===== src/rtl/repartidor_carga_pkg.sv =====
// Shared types and constants for the charge distributor: FSM states, slot
// geometry per mode and the slot-to-bus bit mapping.
package carga_pkg;

  typedef enum logic [1:0] {
    IDLE = 2'd0,
    FILL = 2'd1,
    DONE = 2'd2
  } estado_t;

  localparam logic [2:0] N_BAT_8B = 3'd2;
  localparam logic [2:0] N_BAT_4B = 3'd4;
  localparam logic [7:0] MAX_8B   = 8'd255;
  localparam logic [3:0] MAX_4B   = 4'd15;
  localparam logic [8:0] CAP_8B   = 9'd510;
  localparam logic [8:0] CAP_4B   = 9'd60;

  // LSB position of slot idx on the 16-bit bus; slot 0 is the most significant field.
  function automatic logic [3:0] bit_pos(input logic mode, input logic [1:0] idx);
    logic [3:0] pos;
    if (mode) begin
      pos = 4'd12 - {idx, 2'b00};
    end else begin
      pos = idx[0] ? 4'd0 : 4'd8;
    end
    return pos;
  endfunction

endpackage


===== src/rtl/repartidor_carga_if.sv =====
// Request/result bundle of the charge distributor; master drives the request.
interface repartidor_carga_if;
  logic        start;
  logic        sel;
  logic [8:0]  total;
  logic [15:0] baterias;
  logic        busy;
  logic        done;
  logic        overflow;
  logic [8:0]  sobrante;

  modport master (
    output start, sel, total,
    input  baterias, busy, done, overflow, sobrante
  );

  modport slave (
    input  start, sel, total,
    output baterias, busy, done, overflow, sobrante
  );
endinterface


===== src/rtl/ranura_bateria.sv =====
// One battery slot: 8-bit level in mode 0, 4-bit level in mode 1.
// The increment is dropped once the slot is full, so the level never wraps.
module ranura_bateria
  import carga_pkg::*;
(
  input  logic       clk,
  input  logic       rst,
  input  logic       inc,
  input  logic       clr,
  input  logic       mode,
  output logic [7:0] value,
  output logic       full
);

  logic [7:0] value_r;

  // Slot level register; clear has priority over increment.
  always_ff @(posedge clk or posedge rst) begin
    if (rst) begin
      value_r <= 8'd0;
    end else if (clr) begin
      value_r <= 8'd0;
    end else if (inc && !full) begin
      value_r <= value_r + 8'd1;
    end else begin
      value_r <= value_r;
    end
  end

  assign full  = mode ? (value_r == {4'd0, MAX_4B}) : (value_r == MAX_8B);
  assign value = value_r;

endmodule


===== src/rtl/repartidor_carga.sv =====
// Distributes a 9-bit charge total one unit per clock, round-robin, over the
// packed battery bus (2x8-bit or 4x4-bit slots).
module repartidor_carga
  import carga_pkg::*;
(
  input  logic              clk,
  input  logic              rst,
  repartidor_carga_if.slave bus
);

  estado_t     state_r;
  logic [8:0]  rem_r;
  logic [1:0]  idx_r;
  logic        mode_r;
  logic        busy_r;
  logic        done_r;
  logic        overflow_r;
  logic [8:0]  sobrante_r;

  logic        clr_s;
  logic [3:0]  inc_s;
  logic [3:0]  full_s;
  logic [7:0]  valor_s [4];
  logic        all_full_s;
  logic [2:0]  n_s;
  logic [1:0]  idx_next_s;
  logic [15:0] bat_s;

  // Slots 2 and 3 only exist in 4-bit mode; in 8-bit mode they are held at zero.
  for (genvar i = 0; i < 4; i++) begin : g_ranura
    ranura_bateria u_ranura (
      .clk   (clk),
      .rst   (rst),
      .inc   (inc_s[i]),
      .clr   (clr_s | ((i >= 2) && !mode_r)),
      .mode  (mode_r),
      .value (valor_s[i]),
      .full  (full_s[i])
    );
  end

  assign all_full_s = mode_r ? (&full_s) : (&full_s[1:0]);
  assign n_s        = mode_r ? N_BAT_4B : N_BAT_8B;

  // Slot control: clear on accepted start, deposit into the current slot when it has room.
  always_comb begin
    clr_s      = (state_r == IDLE) && bus.start;
    inc_s      = 4'd0;
    idx_next_s = idx_r + 2'd1;
    if (({1'b0, idx_r} + 3'd1) == n_s) begin
      idx_next_s = 2'd0;
    end else begin
      idx_next_s = idx_r + 2'd1;
    end
    if ((state_r == FILL) && (rem_r != 9'd0) && !all_full_s) begin
      inc_s[idx_r] = !full_s[idx_r];
    end else begin
      inc_s = 4'd0;
    end
  end

  // Control FSM with registered status outputs.
  always_ff @(posedge clk or posedge rst) begin
    if (rst) begin
      state_r    <= IDLE;
      rem_r      <= 9'd0;
      idx_r      <= 2'd0;
      mode_r     <= 1'b0;
      busy_r     <= 1'b0;
      done_r     <= 1'b0;
      overflow_r <= 1'b0;
      sobrante_r <= 9'd0;
    end else begin
      case (state_r)
        IDLE: begin
          done_r <= 1'b0;
          if (bus.start) begin
            mode_r     <= bus.sel;
            rem_r      <= bus.total;
            idx_r      <= 2'd0;
            overflow_r <= 1'b0;
            sobrante_r <= 9'd0;
            busy_r     <= 1'b1;
            state_r    <= FILL;
          end
        end
        FILL: begin
          if (rem_r == 9'd0) begin
            overflow_r <= 1'b0;
            sobrante_r <= 9'd0;
            done_r     <= 1'b1;
            state_r    <= DONE;
          end else if (all_full_s) begin
            overflow_r <= 1'b1;
            sobrante_r <= rem_r;
            done_r     <= 1'b1;
            state_r    <= DONE;
          end else begin
            if (inc_s != 4'd0) begin
              rem_r <= rem_r - 9'd1;
            end
            idx_r <= idx_next_s;
          end
        end
        DONE: begin
          done_r  <= 1'b0;
          busy_r  <= 1'b0;
          state_r <= IDLE;
        end
        default: begin
          done_r  <= 1'b0;
          busy_r  <= 1'b0;
          state_r <= IDLE;
        end
      endcase
    end
  end

  // Pack slot levels onto the bus in the layout of the current mode.
  always_comb begin
    bat_s = 16'd0;
    if (mode_r) begin
      for (int i = 0; i < 4; i++) begin
        bat_s[bit_pos(1'b1, 2'(i)) +: 4] = valor_s[i][3:0];
      end
    end else begin
      for (int i = 0; i < 2; i++) begin
        bat_s[bit_pos(1'b0, 2'(i)) +: 8] = valor_s[i];
      end
    end
  end

  assign bus.baterias = bat_s;
  assign bus.busy     = busy_r;
  assign bus.done     = done_r;
  assign bus.overflow = overflow_r;
  assign bus.sobrante = sobrante_r;

endmodule


===== src/flat_wrapper.sv =====
// flat-port wrapper written by rule: the top's interface ports become plain ports
module repartidor_carga_flat import carga_pkg::*;
  (clk, rst, bus_start, bus_sel, bus_total, bus_baterias, bus_busy, bus_done, bus_overflow, bus_sobrante);
  repartidor_carga_if bus_i ();
  input  logic clk;
  input  logic rst;
  input wire logic [$bits(bus_i.start)-1:0] bus_start;
  input wire logic [$bits(bus_i.sel)-1:0] bus_sel;
  input wire logic [$bits(bus_i.total)-1:0] bus_total;
  output wire logic [$bits(bus_i.baterias)-1:0] bus_baterias;
  output wire logic [$bits(bus_i.busy)-1:0] bus_busy;
  output wire logic [$bits(bus_i.done)-1:0] bus_done;
  output wire logic [$bits(bus_i.overflow)-1:0] bus_overflow;
  output wire logic [$bits(bus_i.sobrante)-1:0] bus_sobrante;
  assign bus_i.start = bus_start;
  assign bus_i.sel = bus_sel;
  assign bus_i.total = bus_total;
  assign bus_baterias = bus_i.baterias;
  assign bus_busy = bus_i.busy;
  assign bus_done = bus_i.done;
  assign bus_overflow = bus_i.overflow;
  assign bus_sobrante = bus_i.sobrante;
  repartidor_carga u_core (.clk(clk), .rst(rst), .bus(bus_i));
endmodule

===== config.mk =====
export PLATFORM = sky130hd
export DESIGN_NAME = repartidor_carga_flat
export DESIGN_NICKNAME = d
export VERILOG_FILES = /design/src/rtl/repartidor_carga_pkg.sv /design/src/rtl/repartidor_carga_if.sv /design/src/rtl/ranura_bateria.sv /design/src/rtl/repartidor_carga.sv /design/src/flat_wrapper.sv
export SDC_FILE = /design/constraint.sdc
export NUM_CORES = 1
export LEC_CHECK = 0
export ABC_AREA = 1
export BUFFER_PORTS_ARGS = -buffer_cell sky130_fd_sc_hd__buf_2
export CAP_MARGIN = 25
export CORE_UTILIZATION = 57
export CTS_BUF_LIST = sky130_fd_sc_hd__clkbuf_4
export DETAILED_ROUTE_END_ITERATION = 12
export PLACE_DENSITY = 0.78
export SYNTH_ARGS = -nofsm -noshare
export SYNTH_HDL_FRONTEND = slang
export SYNTH_SLANG_ARGS = --single-unit

===== constraint.sdc =====
create_clock -name clk -period 2.2 [get_ports clk]
set_input_delay 0.11 -clock clk [delete_from_list [all_inputs] [get_ports clk]]
set_output_delay 0.11 -clock clk [all_outputs]
set_load 0.1 [all_outputs]

==> flow_summary_export.csv <==
group,metric,value,unit
outcome,status,"finished clean",
clock_network,h-tree-depth,3,
setup_path,slowest_stage,"dfrtp_1",
final_layout,final_util,0.698,
final_layout,multiInputGateArea,1890,um2
setup_path,crit_arrival,2.37,ns
placed_design,dp_cells,583,
final_layout,drive_above_1_share,0.223,
logic_synthesis,synthXorXnorAreaFrac,0.0321,
floorplanning,die_x,80.9,um
placed_design,place_area,3900,um2
setup_path,path_class,"register to register",
final_layout,nets,547,
global_route,grt_start_max_net_pins,28,
clock_network,clock_path_buffers,2,
logic_synthesis,netlist.area_leader.share,0.409,
power_and_ir_drop,p_leak,0.00200,uW
drt,avgViaCountPerCell,5.45,
setup_path,cpMostUsedCell,"nand2_1",
clock_network,clk_pin_slew_worst_paths,0.11,ns
timing,fin_skew,0.0115,ns
drt,vias,3290,
final_layout,areaGrowthSynthToFinish,17.2,%
logic_synthesis,synth-simple-area-share,0.314,
clock_network,cts_tree,"yes",
final_layout,final_cells,604,
power_and_ir_drop,power.share.switching,0.570,
setup_path,crit_chain,"ha_2, nand2_1, nor2_2, nand2_1, nor2_2, nand2_1, nor2_4, nand2_2, nand2_4, o31ai_2, nor2_4, inv_2, nand2_1, o31ai_1",
final_layout,regArea,1450,um2
global_route,grt_use_total,0.279,
clock_network,cts-root-buf,"clkbuf_4",
logic_synthesis,synth_area,3550,um2
timing,max_freq,0.483,GHz
timing,setup_viol,0,
logic_synthesis,synth_most_common_cell,"nand2_1",
final_layout,diodes,0,
global_route,antenna_found_initial,0,
min_path,min_path_type,"input pin to register",
clock_network,cts_num_sinks,58,
drt,wl_met1,3900,um
drt,postRouteAntennaNets,0,
logic_synthesis,synth_edf_count,0,
setup_path,cp_slowest_stage_delay,0.41,ns
power_and_ir_drop,net-switching-power,3740,uW
drt,drtIter0Drc,223,
drt,firstDrtPassIters,5,
logic_synthesis,synth_commonest_cells,"112 x nand2_1, 58 x dfrtp_1, 46 x nand3_1, 45 x inv_1, 37 x nor2_1",
setup_path,path_max_fanout,10,
power_and_ir_drop,power.total,6560,uW
power_and_ir_drop,power_frac_clock,0.133,
flow_run,drv_cap,0,
logic_synthesis,synth_top_family_by_area,"simple AND/OR/NAND/NOR gates",
placed_design,port_buffers,40,
min_path,hold_depth,5,
placed_design,hpwlAfterDp,6110,um
logic_synthesis,synthFlopType,"dfrtp_1",
placed_design,gp_congestion,0.833,
floorplanning,initial_core_util,0.596,
setup_path,r2r_cells,14,
power_and_ir_drop,power.density,1580,nW/um2
drt,drt-total-wl,8460,um
floorplanning,die-area,6540,um2
global_route,globalRoute.totalOverflow,0,
power_and_ir_drop,power.internal,2820,uW
final_layout,fin_area,4160,um2
logic_synthesis,syn_inst,464,
global_route,grt_pass1_vias,3013,
drt,top_layer,"met4",
drt,drc_errors,0,
logic_synthesis,syn-num-nets,487,
logic_synthesis,async_flop_share,1.00,
logic_synthesis,ys_ff_latch,58,
setup_path,critPathRequiredTime,2.50,ns
timing,worst_pin_slew,0.497,ns
logic_synthesis,ys_top_cells_by_area,"dfrtp_1 41%, nand2_1 12%, nand3_1 6.5%",
drt,wl_met2,3960,um
power_and_ir_drop,pwr-share-seq,0.256,
floorplanning,core.rowCount,28,
logic_synthesis,synth_compound_area_frac,0.136,
timing,relSlewSlack,0.666,
setup_path,cp-start-kind,"register",
logic_synthesis,ys_seq_area_frac,0.409,
logic_synthesis,syn_avg_cell_area,7.64,um2
floorplanning,die_y,80.9,um
logic_synthesis,synth_top_area_cell,"dfrtp_1",
power_and_ir_drop,max-vdd-ir-drop,0.00120,V
clock_network,cts_buffers,9,
logic_synthesis,yosys_warnings,0,
logic_synthesis,muxShareOfSynthArea,0,
timing,min_period,2.07,ns
timing,rsz0062_at_grt,"yes",
logic_synthesis,synth.distinct_cells,38,
floorplanning,ios,41,
global_route,grt_pass1_wl,13800,um
clock_network,insertion_delay,0.42,ns
setup_path,cp-end-kind,"register",
timing,slew_viol_final,0,
floorplanning,core_area,5960,um2
final_layout,nFillCells,512,
drt,post_drt_wl_per_cell,14.0,um
timing,hold_viol,0,
power_and_ir_drop,p_comb_frac,0.610,
logic_synthesis,synth_adder_area_share,0.0353,
timing,post-route-period-util,0.942,
drt,wl_met3,490,um
==> worst paths after layout <==
| check | startpoint | to | slack [ns] |
|---|---|---|---|
| setup / recovery | u_core.g_ranura[1].u_ranura.value[1] | u_core.bus.sobrante[8] | 0.13 |
| hold / removal | bus_total[2] | u_core.rem_r[2] | 0.03 |
| setup reg to reg | u_core.g_ranura[1].u_ranura.value[1] | u_core.bus.sobrante[8] | 0.13 |
| hold reg to reg | u_core.bus.overflow | u_core.bus.overflow | 0.48 |
| max in group asynchronous | rst | u_core.g_ranura[3].u_ranura.value[3] | 1.47 |
| min in group asynchronous | rst | u_core.rem_r[0] | 0.12 |
==> stage by stage <==
step | hold slack [ns] | TNS, ns | setup slack, ns
final | 0.0322 | 0 | 0.128
after global routing | 0.0595 | -0.0321 | -0.0214
after CTS | 0.0329 | 0 | 0.0132
after detailed placement | 0.0208 | 0 | 0.0343
after global placement | 0.0213 | 0 | 0.0913
after floorplan | 0.228 | -5.79 | -0.631
==> critical path, delay by kind of cell (launching register included) <==
| kind | cells | cell delay, ns |
|---|---|---|
| AND/OR/NAND/NOR | 10 | 1.03 |
| flip-flops | 1 | 0.41 |
| adder cells (fa/ha/maj) | 1 | 0.23 |
| AO/OA/AOI/OAI | 2 | 0.16 |
| buffers and inverters | 1 | 0.11 |
==> flip-flops by register name (all words and copies together), names as in the netlist <==
register / cells
u_core.g_ranura.u_ranura.value: 32
u_core.bus.sobrante: 9
u_core.rem_r: 9
u_core.idx_r: 2
u_core.state_r: 2
u_core.bus.busy: 1
u_core.bus.done: 1
u_core.bus.overflow: 1
u_core.mode_r: 1
==> routing by layer <==
| layer | global-route usage | vias up |
|---|---|---|
| met5 | 0 | - |
| met4 | 0.0911 | 0 |
| met3 | 0.0539 | 12 |
| met2 | 0.440 | 93 |
| met1 | 0.385 | 1524 |
| li1 | - | 1661 |
==> logic make-up after synthesis <==
| family | count (synthesis) |
|---|---|
| compound gates | 80 |
| xor+xnor | 13 |
| fa+ha+maj | 10 |
| buf+inv | 63 |
| flops | 58 |
| simple gates | 240 |
==> cells in the final DEF, fill, tap and decap left out, types with 2 or more instances in the layout <==
cell type        n
bufinv_16        2
a21oi_1          6
clkbuf_4        10
inv_2            6
nand2_1        110
nand3_1         45
clkinv_2         2
nor2_1          37
dfrtp_1         58
buf_4           18
nor2_2           5
o21ai_1         17
buf_2           40
nand2_4          4
xor2_1           8
nor2_4           5
inv_1           43
a31oi_1          3
clkinv_1         2
dlygate4sd3_1    2
xnor2_1          5
nand2_2          8
nand3_2          4
o21ai_0         27
nand4_1          8
o21ai_2          4
nor3_1          10
o31ai_1         15
ha_1             9
==> timing repair <==
item	4_1_cts	5_1_grt
setup endpoints to repair	0	42
gates resized for setup	0	15
buffers inserted	0	3
hold endpoints to repair	59	0
hold buffers	2	0
==> cell type report <==
cell class                      count  share of cell area
Multi-Input combinational cell    343               0.455
Sequential cell                    58               0.349
Timing Repair Buffer               61              0.0890
Inverter                           51              0.0466
Tap cell                           75              0.0226
Clock inverter                      6              0.0196
Clock buffer                       10              0.0181
==> power groups by stage <==
stage / combinational (uW) / sequential [uW] / clock [uW]
final: 4000 / 1680 / 875
after global placement: 3750 / 1680 / 0
after detailed placement: 3850 / 1690 / 0
after CTS: 3860 / 1670 / 877
after floorplan: 2540 / 2220 / 0
after global routing: 4330 / 1720 / 934
No activity file was read; power rests on OpenSTA's default activity.
